File: src/rtl/mem_arbiter.sv
// Shares the byte-wide RAM port between instruction fetch and the load/store buffer,
// splitting each request into per-byte RAM cycles and assembling 32-bit results.
module mem_arbiter #(
  parameter int ADDR_W = 32,
  parameter int DATA_W = 32
) (
  input  logic              clk,
  input  logic              rst,
  input  logic              rdy,
  input  logic              flush,
  input  logic              io_buffer_full,
  input  logic              if_req,
  input  logic [ADDR_W-1:0] if_addr,
  output logic              if_done,
  output logic [DATA_W-1:0] if_data,
  input  logic              lsb_req,
  input  logic              lsb_we,
  input  logic [1:0]        lsb_size,
  input  logic [ADDR_W-1:0] lsb_addr,
  input  logic [DATA_W-1:0] lsb_wdata,
  output logic              lsb_done,
  output logic [DATA_W-1:0] lsb_rdata,
  input  logic [7:0]        mem_din,
  output logic [7:0]        mem_dout,
  output logic [ADDR_W-1:0] mem_a,
  output logic              mem_wr
);

  typedef enum logic [1:0] {S_IDLE, S_IF_RD, S_LS_RD, S_LS_WR} state_t;

  state_t              r_state, w_state_next;
  logic [2:0]          r_cnt, w_cnt_next;
  logic [2:0]          r_n, w_n_next;
  logic                r_last_lsb, w_last_next;
  logic [ADDR_W-1:0]   r_base, w_base_next;
  logic [DATA_W-1:0]   r_wdata, w_wdata_next;
  logic [DATA_W-1:0]   r_buf, w_buf_next;
  logic                r_if_done, w_if_done_next;
  logic                r_lsb_done, w_lsb_done_next;
  logic [DATA_W-1:0]   r_if_data, w_if_data_next;
  logic [DATA_W-1:0]   r_lsb_rdata, w_lsb_rdata_next;
  logic [7:0]          r_din_save;
  logic                r_din_saved;

  logic                w_active, w_issue, w_io_stall, w_grant_lsb;
  logic [ADDR_W-1:0]   w_addr_i;
  logic [7:0]          w_din, w_wbyte;
  logic [2:0]          w_lsb_n;
  logic [DATA_W-1:0]   w_assembled;

  assign w_active   = (r_state != S_IDLE);
  assign w_issue    = w_active && (r_cnt < r_n);
  assign w_addr_i   = r_base + {{(ADDR_W-3){1'b0}}, r_cnt};
  // The I/O window is decoded from address bits 17:16, so ADDR_W must be at least 18.
  assign w_io_stall = (r_state == S_LS_WR) && (r_base[17:16] == 2'b11) && io_buffer_full;
  assign w_lsb_n    = (lsb_size == 2'b00) ? 3'd1 : (lsb_size == 2'b01) ? 3'd2 : 3'd4;

  // mem_din keeps tracking the held address while rdy is low, so the byte that was
  // in flight when the freeze began is kept aside and used on resume.
  assign w_din = r_din_saved ? r_din_save : mem_din;

  generate
    for (genvar gi = 0; gi < 4; gi++) begin : g_lane
      assign w_assembled[8*gi +: 8] = (r_cnt == 3'(gi + 1)) ? w_din : r_buf[8*gi +: 8];
    end
  endgenerate

  always_comb begin
    w_wbyte = 8'h00;
    case (r_cnt[1:0])
      2'd0: w_wbyte = r_wdata[7:0];
      2'd1: w_wbyte = r_wdata[15:8];
      2'd2: w_wbyte = r_wdata[23:16];
      2'd3: w_wbyte = r_wdata[31:24];
      default: w_wbyte = 8'h00;
    endcase
  end

  assign mem_a     = w_issue ? w_addr_i : '0;
  assign mem_wr    = (r_state == S_LS_WR) && w_issue && rdy && !w_io_stall;
  assign mem_dout  = ((r_state == S_LS_WR) && w_issue) ? w_wbyte : 8'h00;
  assign if_done   = r_if_done;
  assign lsb_done  = r_lsb_done;
  assign if_data   = r_if_data;
  assign lsb_rdata = r_lsb_rdata;

  always_comb begin
    w_state_next     = r_state;
    w_cnt_next       = r_cnt;
    w_n_next         = r_n;
    w_last_next      = r_last_lsb;
    w_base_next      = r_base;
    w_wdata_next     = r_wdata;
    w_buf_next       = r_buf;
    w_if_done_next   = 1'b0;
    w_lsb_done_next  = 1'b0;
    w_if_data_next   = r_if_data;
    w_lsb_rdata_next = r_lsb_rdata;
    w_grant_lsb      = 1'b0;
    if (rdy) begin
      case (r_state)
        S_IDLE: begin
          // No accept while a done pulse is out, so a finishing requester is not re-granted.
          if (!flush && !r_if_done && !r_lsb_done && (if_req || lsb_req)) begin
            w_grant_lsb = lsb_req && (!if_req || !r_last_lsb);
            w_cnt_next  = 3'd0;
            w_buf_next  = '0;
            w_last_next = w_grant_lsb;
            if (w_grant_lsb) begin
              w_state_next = lsb_we ? S_LS_WR : S_LS_RD;
              w_base_next  = lsb_addr;
              w_n_next     = w_lsb_n;
              w_wdata_next = lsb_wdata;
            end else begin
              w_state_next = S_IF_RD;
              w_base_next  = if_addr;
              w_n_next     = 3'd4;
            end
          end
        end
        S_IF_RD, S_LS_RD: begin
          if (flush) begin
            w_state_next = S_IDLE;
            w_cnt_next   = 3'd0;
          end else begin
            if (r_cnt != 3'd0) w_buf_next = w_assembled;
            if (r_cnt == r_n) begin
              w_state_next = S_IDLE;
              w_cnt_next   = 3'd0;
              if (r_state == S_IF_RD) begin
                w_if_done_next = 1'b1;
                w_if_data_next = w_assembled;
              end else begin
                w_lsb_done_next  = 1'b1;
                w_lsb_rdata_next = w_assembled;
              end
            end else begin
              w_cnt_next = r_cnt + 3'd1;
            end
          end
        end
        S_LS_WR: begin
          if (!w_io_stall) begin
            if (r_cnt == r_n - 3'd1) begin
              w_state_next    = S_IDLE;
              w_cnt_next      = 3'd0;
              w_lsb_done_next = 1'b1;
            end else begin
              w_cnt_next = r_cnt + 3'd1;
            end
          end
        end
        default: w_state_next = S_IDLE;
      endcase
    end
  end

  always_ff @(posedge clk or negedge rst) begin
    if (!rst) begin
      r_state     <= S_IDLE;
      r_cnt       <= 3'd0;
      r_n         <= 3'd0;
      r_last_lsb  <= 1'b0;
      r_base      <= '0;
      r_wdata     <= '0;
      r_buf       <= '0;
      r_if_done   <= 1'b0;
      r_lsb_done  <= 1'b0;
      r_if_data   <= '0;
      r_lsb_rdata <= '0;
      r_din_save  <= 8'h00;
      r_din_saved <= 1'b0;
    end else begin
      r_state     <= w_state_next;
      r_cnt       <= w_cnt_next;
      r_n         <= w_n_next;
      r_last_lsb  <= w_last_next;
      r_base      <= w_base_next;
      r_wdata     <= w_wdata_next;
      r_buf       <= w_buf_next;
      r_if_done   <= w_if_done_next;
      r_lsb_done  <= w_lsb_done_next;
      r_if_data   <= w_if_data_next;
      r_lsb_rdata <= w_lsb_rdata_next;
      if (!rdy) begin
        if (!r_din_saved) begin
          r_din_save  <= mem_din;
          r_din_saved <= 1'b1;
        end
      end else begin
        r_din_saved <= 1'b0;
      end
    end
  end

endmodule

File: config.mk
export PLATFORM = sky130hd
export DESIGN_NAME = mem_arbiter
export DESIGN_NICKNAME = d
export VERILOG_FILES = /design/src/rtl/mem_arbiter.sv
export SDC_FILE = /design/constraint.sdc
export NUM_CORES = 1
export LEC_CHECK = 0
export CORE_AREA = 8 8 159 131
export DETAILED_ROUTE_END_ITERATION = 7
export DIE_AREA = 0 0 167 139
export GPL_ROUTABILITY_DRIVEN = 0
export HOLD_SLACK_MARGIN = 0.03
export PLACE_DENSITY_LB_ADDON = 0.08
export SETUP_SLACK_MARGIN = 0.05
export SYNTH_ARGS = -nofsm -noshare
export SYNTH_HDL_FRONTEND = slang
export SYNTH_SLANG_ARGS = --single-unit
File: constraint.sdc
create_clock -name clk -period 5.8 [get_ports clk]
set_clock_uncertainty 0.05 [all_clocks]
set_input_delay 0.87 -clock clk [delete_from_list [all_inputs] [get_ports clk]]
set_output_delay 0.87 -clock clk [all_outputs]
set_load 0.02 [all_outputs]
==> flow_summary.toml <==
[clock_tree]
ctsHoldBuffers = 0
cts_repair_resizes = 0
clk_latency_ps = 440
cts_buffers = 17
clock_tree.root_cell = "sky130_fd_sc_hd__clkbuf_16"
setup_bufs_post_cts = 0
tritoncts = "yes"
worst_setup_hold_path_clk_slew_ps = 70
clock-sinks = 180
cts.path.max_buffers = 2
htree_num_levels = 4

[grt]
grt_pass1_vias = 7041
global_route.overflow_total = 0
grt_start_max_net_pins = 115
number_of_antenna_violations_at_the_first_check_in_global_routing = 0
first_pass_grt_wire_length_mm = 39.3
grt_use_total_pct = 21.1

[cells_and_area]
finish.instance_area_um2 = 11900
multi_input_area_um2 = 4050
nNetsFinal = 1184
filler_cell_count = 1524
seqCellArea_um2 = 4500
antenna_cells = 0
syn2layout_area_growth_pct = 32.9
drive_gt1_share_pct = 8.64

[setup_path]
path_depth = 7
crit_path_cells = "inv_1 -> fa_1 -> nor2b_1 -> o2111ai_2 -> or4_1 -> a21oi_1 -> clkdlybuf4s50_1"
start_kind = "flop"
setup.worst_path.class = "reg -> out"
crit_path_max_fanout = 8
setup.worst_path.end_class = "output pin"
crit_arrival_ps = 3680
max_stage_delay_ps = 660
timing.reg2reg.worst_path_depth = 6
critPathRequiredTime_ps = 4880
critical-path-slowest-cell = "sky130_fd_sc_hd__clkdlybuf4s50_1"
crit_buf_inv = 2
timing.critical_path.max_delay_family = "simple AND/OR/NAND/NOR gates"

[logic_synthesis]
synth_seq_cells = 180
syn-instance-count = 858
syn-num-nets = 990
post_synth_num_cell_types = 57
synth_async_sr_flop_share_pct = 100
synth_seq_area_share_pct = 50.5
synth_ff_type = "sky130_fd_sc_hd__dfrtp_1"
synthesis.yosys.warnings = 0
synth.avg_cell_area_um2 = 10.4
count_of_flip_flops_with_a_built_in_enable_after_synthesis = 0
post_synth_instance_area_um2 = 8930

[timing]
worst_slew_pin_slew_ps = 1050
max_freq_mhz = 217
timing.final.crit_share_pct = 79.3
timing.final.max_slew_violations = 0
worst_slack_ps = 1200
relSlewSlack_pct = 30.1
hold_viol = 0
setup_viol_count_final = 0
rsz0062_at_grt = "no"
layout_min_cycle_time_ps = 4600
final.setup.tns_ps = 0

[drt]
routed_via_density = 5.49
dr_total_vias = 7136
wl_met3_mm = 1.78
ant_nets = 0
dr.first_iter.drc_count = 546
routed_wl_mm = 24.3
met2WireLength_mm = 10.2
post_drt_wl_per_cell_um = 18.7
route.layer.met1.wl_mm = 12.1
drc = 0
drt_pre_antenna_iters = 5
top_signal_layer_used = "met4"

[min_path]
hold_path_class = "reg -> reg"
cell_count_of_the_worst_hold_path = 2

[placement]
pre_cts_slack_ps = 1670
dp.final_hpwl_mm = 18.1
io_buffer_count = 220
dpl-instance-area_um2 = 11200

[floorplan]
rows = 45
design.die.area_um2 = 23200
core_region_area_um2 = 18400
initial_utilization_pct = 48.5
ioPinCount = 221
fp.dieW_um = 167
die_h_um = 139

[pwr]
power.density_cell_area_nw_per_um2 = 435
leakagePower_uw = 0.00489
finalPower_uw = 5160
peakVddDrop_v = 0.000208

[outcome]
run_status = "completed"

[flow_run]
max-cap-violations = 0
==> metal layers <==
metal,GRT usage [%],vias up
met1,31.2,3418
met5,0,-
met4,4.54,0
met2,29.3,239
li1,-,3459
met3,6.86,20
==> final timing paths <==
| check | startpoint | end | slack, ps |
|---|---|---|---|
| max | r_cnt[1]$_DFFE_PN0P_ | mem_a[26] | 1200 |
| min | lsb_rdata[30]$_DFFE_PN0P_ | lsb_rdata[30]$_DFFE_PN0P_ | 430 |
| max reg2reg | r_cnt[1]$_DFFE_PN0P_ | r_buf[21]$_DFFE_PN0P_ | 3020 |
| min reg2reg | lsb_rdata[30]$_DFFE_PN0P_ | lsb_rdata[30]$_DFFE_PN0P_ | 430 |
| max in group asynchronous | rst | r_cnt[2]$_DFFE_PN0P_ | 4110 |
| min in group asynchronous | rst | if_data[17]$_DFFE_PN0P_ | 500 |
==> sequential cells by signal, indices dropped and copies added (netlist names) <==
| name | flops |
|---|---|
| if_done | 1 |
| r_last_lsb | 1 |
| r_n | 3 |
| r_din_save | 8 |
| r_base | 32 |
| r_wdata | 32 |
| r_buf | 32 |
| r_din_saved | 1 |
| r_state | 2 |
| r_cnt | 3 |
| lsb_done | 1 |
| lsb_rdata | 32 |
| if_data | 32 |
==> Yosys cell counts, drive strengths merged, types with 8 or more instances <==
master,instances,share of area (%)
a21oi,62,3.5
a222oi,8,0.90
and3,8,0.57
buf,22,1.7
clkbuf,31,1.4
dfrtp,180,50
ha,17,2.4
inv,31,1.3
mux2,49,6.2
mux2i,68,7.6
nand2,89,3.7
nand3,22,1.2
nand4,8,0.56
nor2,65,2.8
o21ai,75,4.2
o2bb2ai,32,3.1
o31ai,13,1.1
or4,10,0.84
==> tightest hold or removal path, stage by stage, from the launching register on <==
cell and delay, ps:
sky130_fd_sc_hd__dfrtp_1 340, sky130_fd_sc_hd__nand2_1 50, sky130_fd_sc_hd__o21ai_0 60
==> cell usage in the layout (no fill, tap or decap), types with 6 or more instances in the layout <==
master	n
sky130_fd_sc_hd__a21oi_1	61
sky130_fd_sc_hd__a222oi_1	8
sky130_fd_sc_hd__and3_1	7
sky130_fd_sc_hd__buf_4	8
sky130_fd_sc_hd__clkbuf_16	17
sky130_fd_sc_hd__clkdlybuf4s50_1	219
sky130_fd_sc_hd__dfrtp_1	180
sky130_fd_sc_hd__ha_1	17
sky130_fd_sc_hd__inv_1	30
sky130_fd_sc_hd__mux2_1	13
sky130_fd_sc_hd__mux2_2	36
sky130_fd_sc_hd__mux2i_1	68
sky130_fd_sc_hd__nand2_1	89
sky130_fd_sc_hd__nand3_1	21
sky130_fd_sc_hd__nand4_1	8
sky130_fd_sc_hd__nor2_1	63
sky130_fd_sc_hd__o21ai_0	74
sky130_fd_sc_hd__o2bb2ai_1	32
sky130_fd_sc_hd__o31ai_1	13
sky130_fd_sc_hd__or3_1	6
sky130_fd_sc_hd__or4_1	10
sky130_fd_sc_hd__xnor2_1	6
==> cell families after synthesis <==
group	after synthesis	synth area share (%)
AOI/OAI and AO/OA	212	15.2
xor gates and xnor gates	11	1.25
adders and majority gates	18	2.61
buffers and inverters	84	4.39
DFF	180	50.5
muxes	117	13.8
and+or+nand+nor	236	12.3
==> report_power, final <==
| group | leakage [µW] | switching (µW) | internal (µW) | total [µW] |
|---|---|---|---|---|
| clock network | 0.000308 | 549 | 662 | 1210 |
| registers | 0.00233 | 273 | 1560 | 1830 |
| logic | 0.00225 | 1150 | 955 | 2110 |
==> through the flow <==
stage,utilization (%),cells,hold slack (ps)
global route,64.4,1300,450
global placement,61.0,1268,412
detailed placement,61.0,1268,419
CTS,64.4,1300,435
floorplan,-,858,405
finish,64.4,1300,430
==> area by class of cell <==
cell class	count	area share (%)
flip-flops and latches	180	38.0
repair buffers	228	19.1
multi-input cells	594	34.1
clock buffers	17	3.59
inverters	31	0.981
well taps	235	2.48
clock inverters	15	1.76
Note: power is estimated with default switching activity, not from simulation.
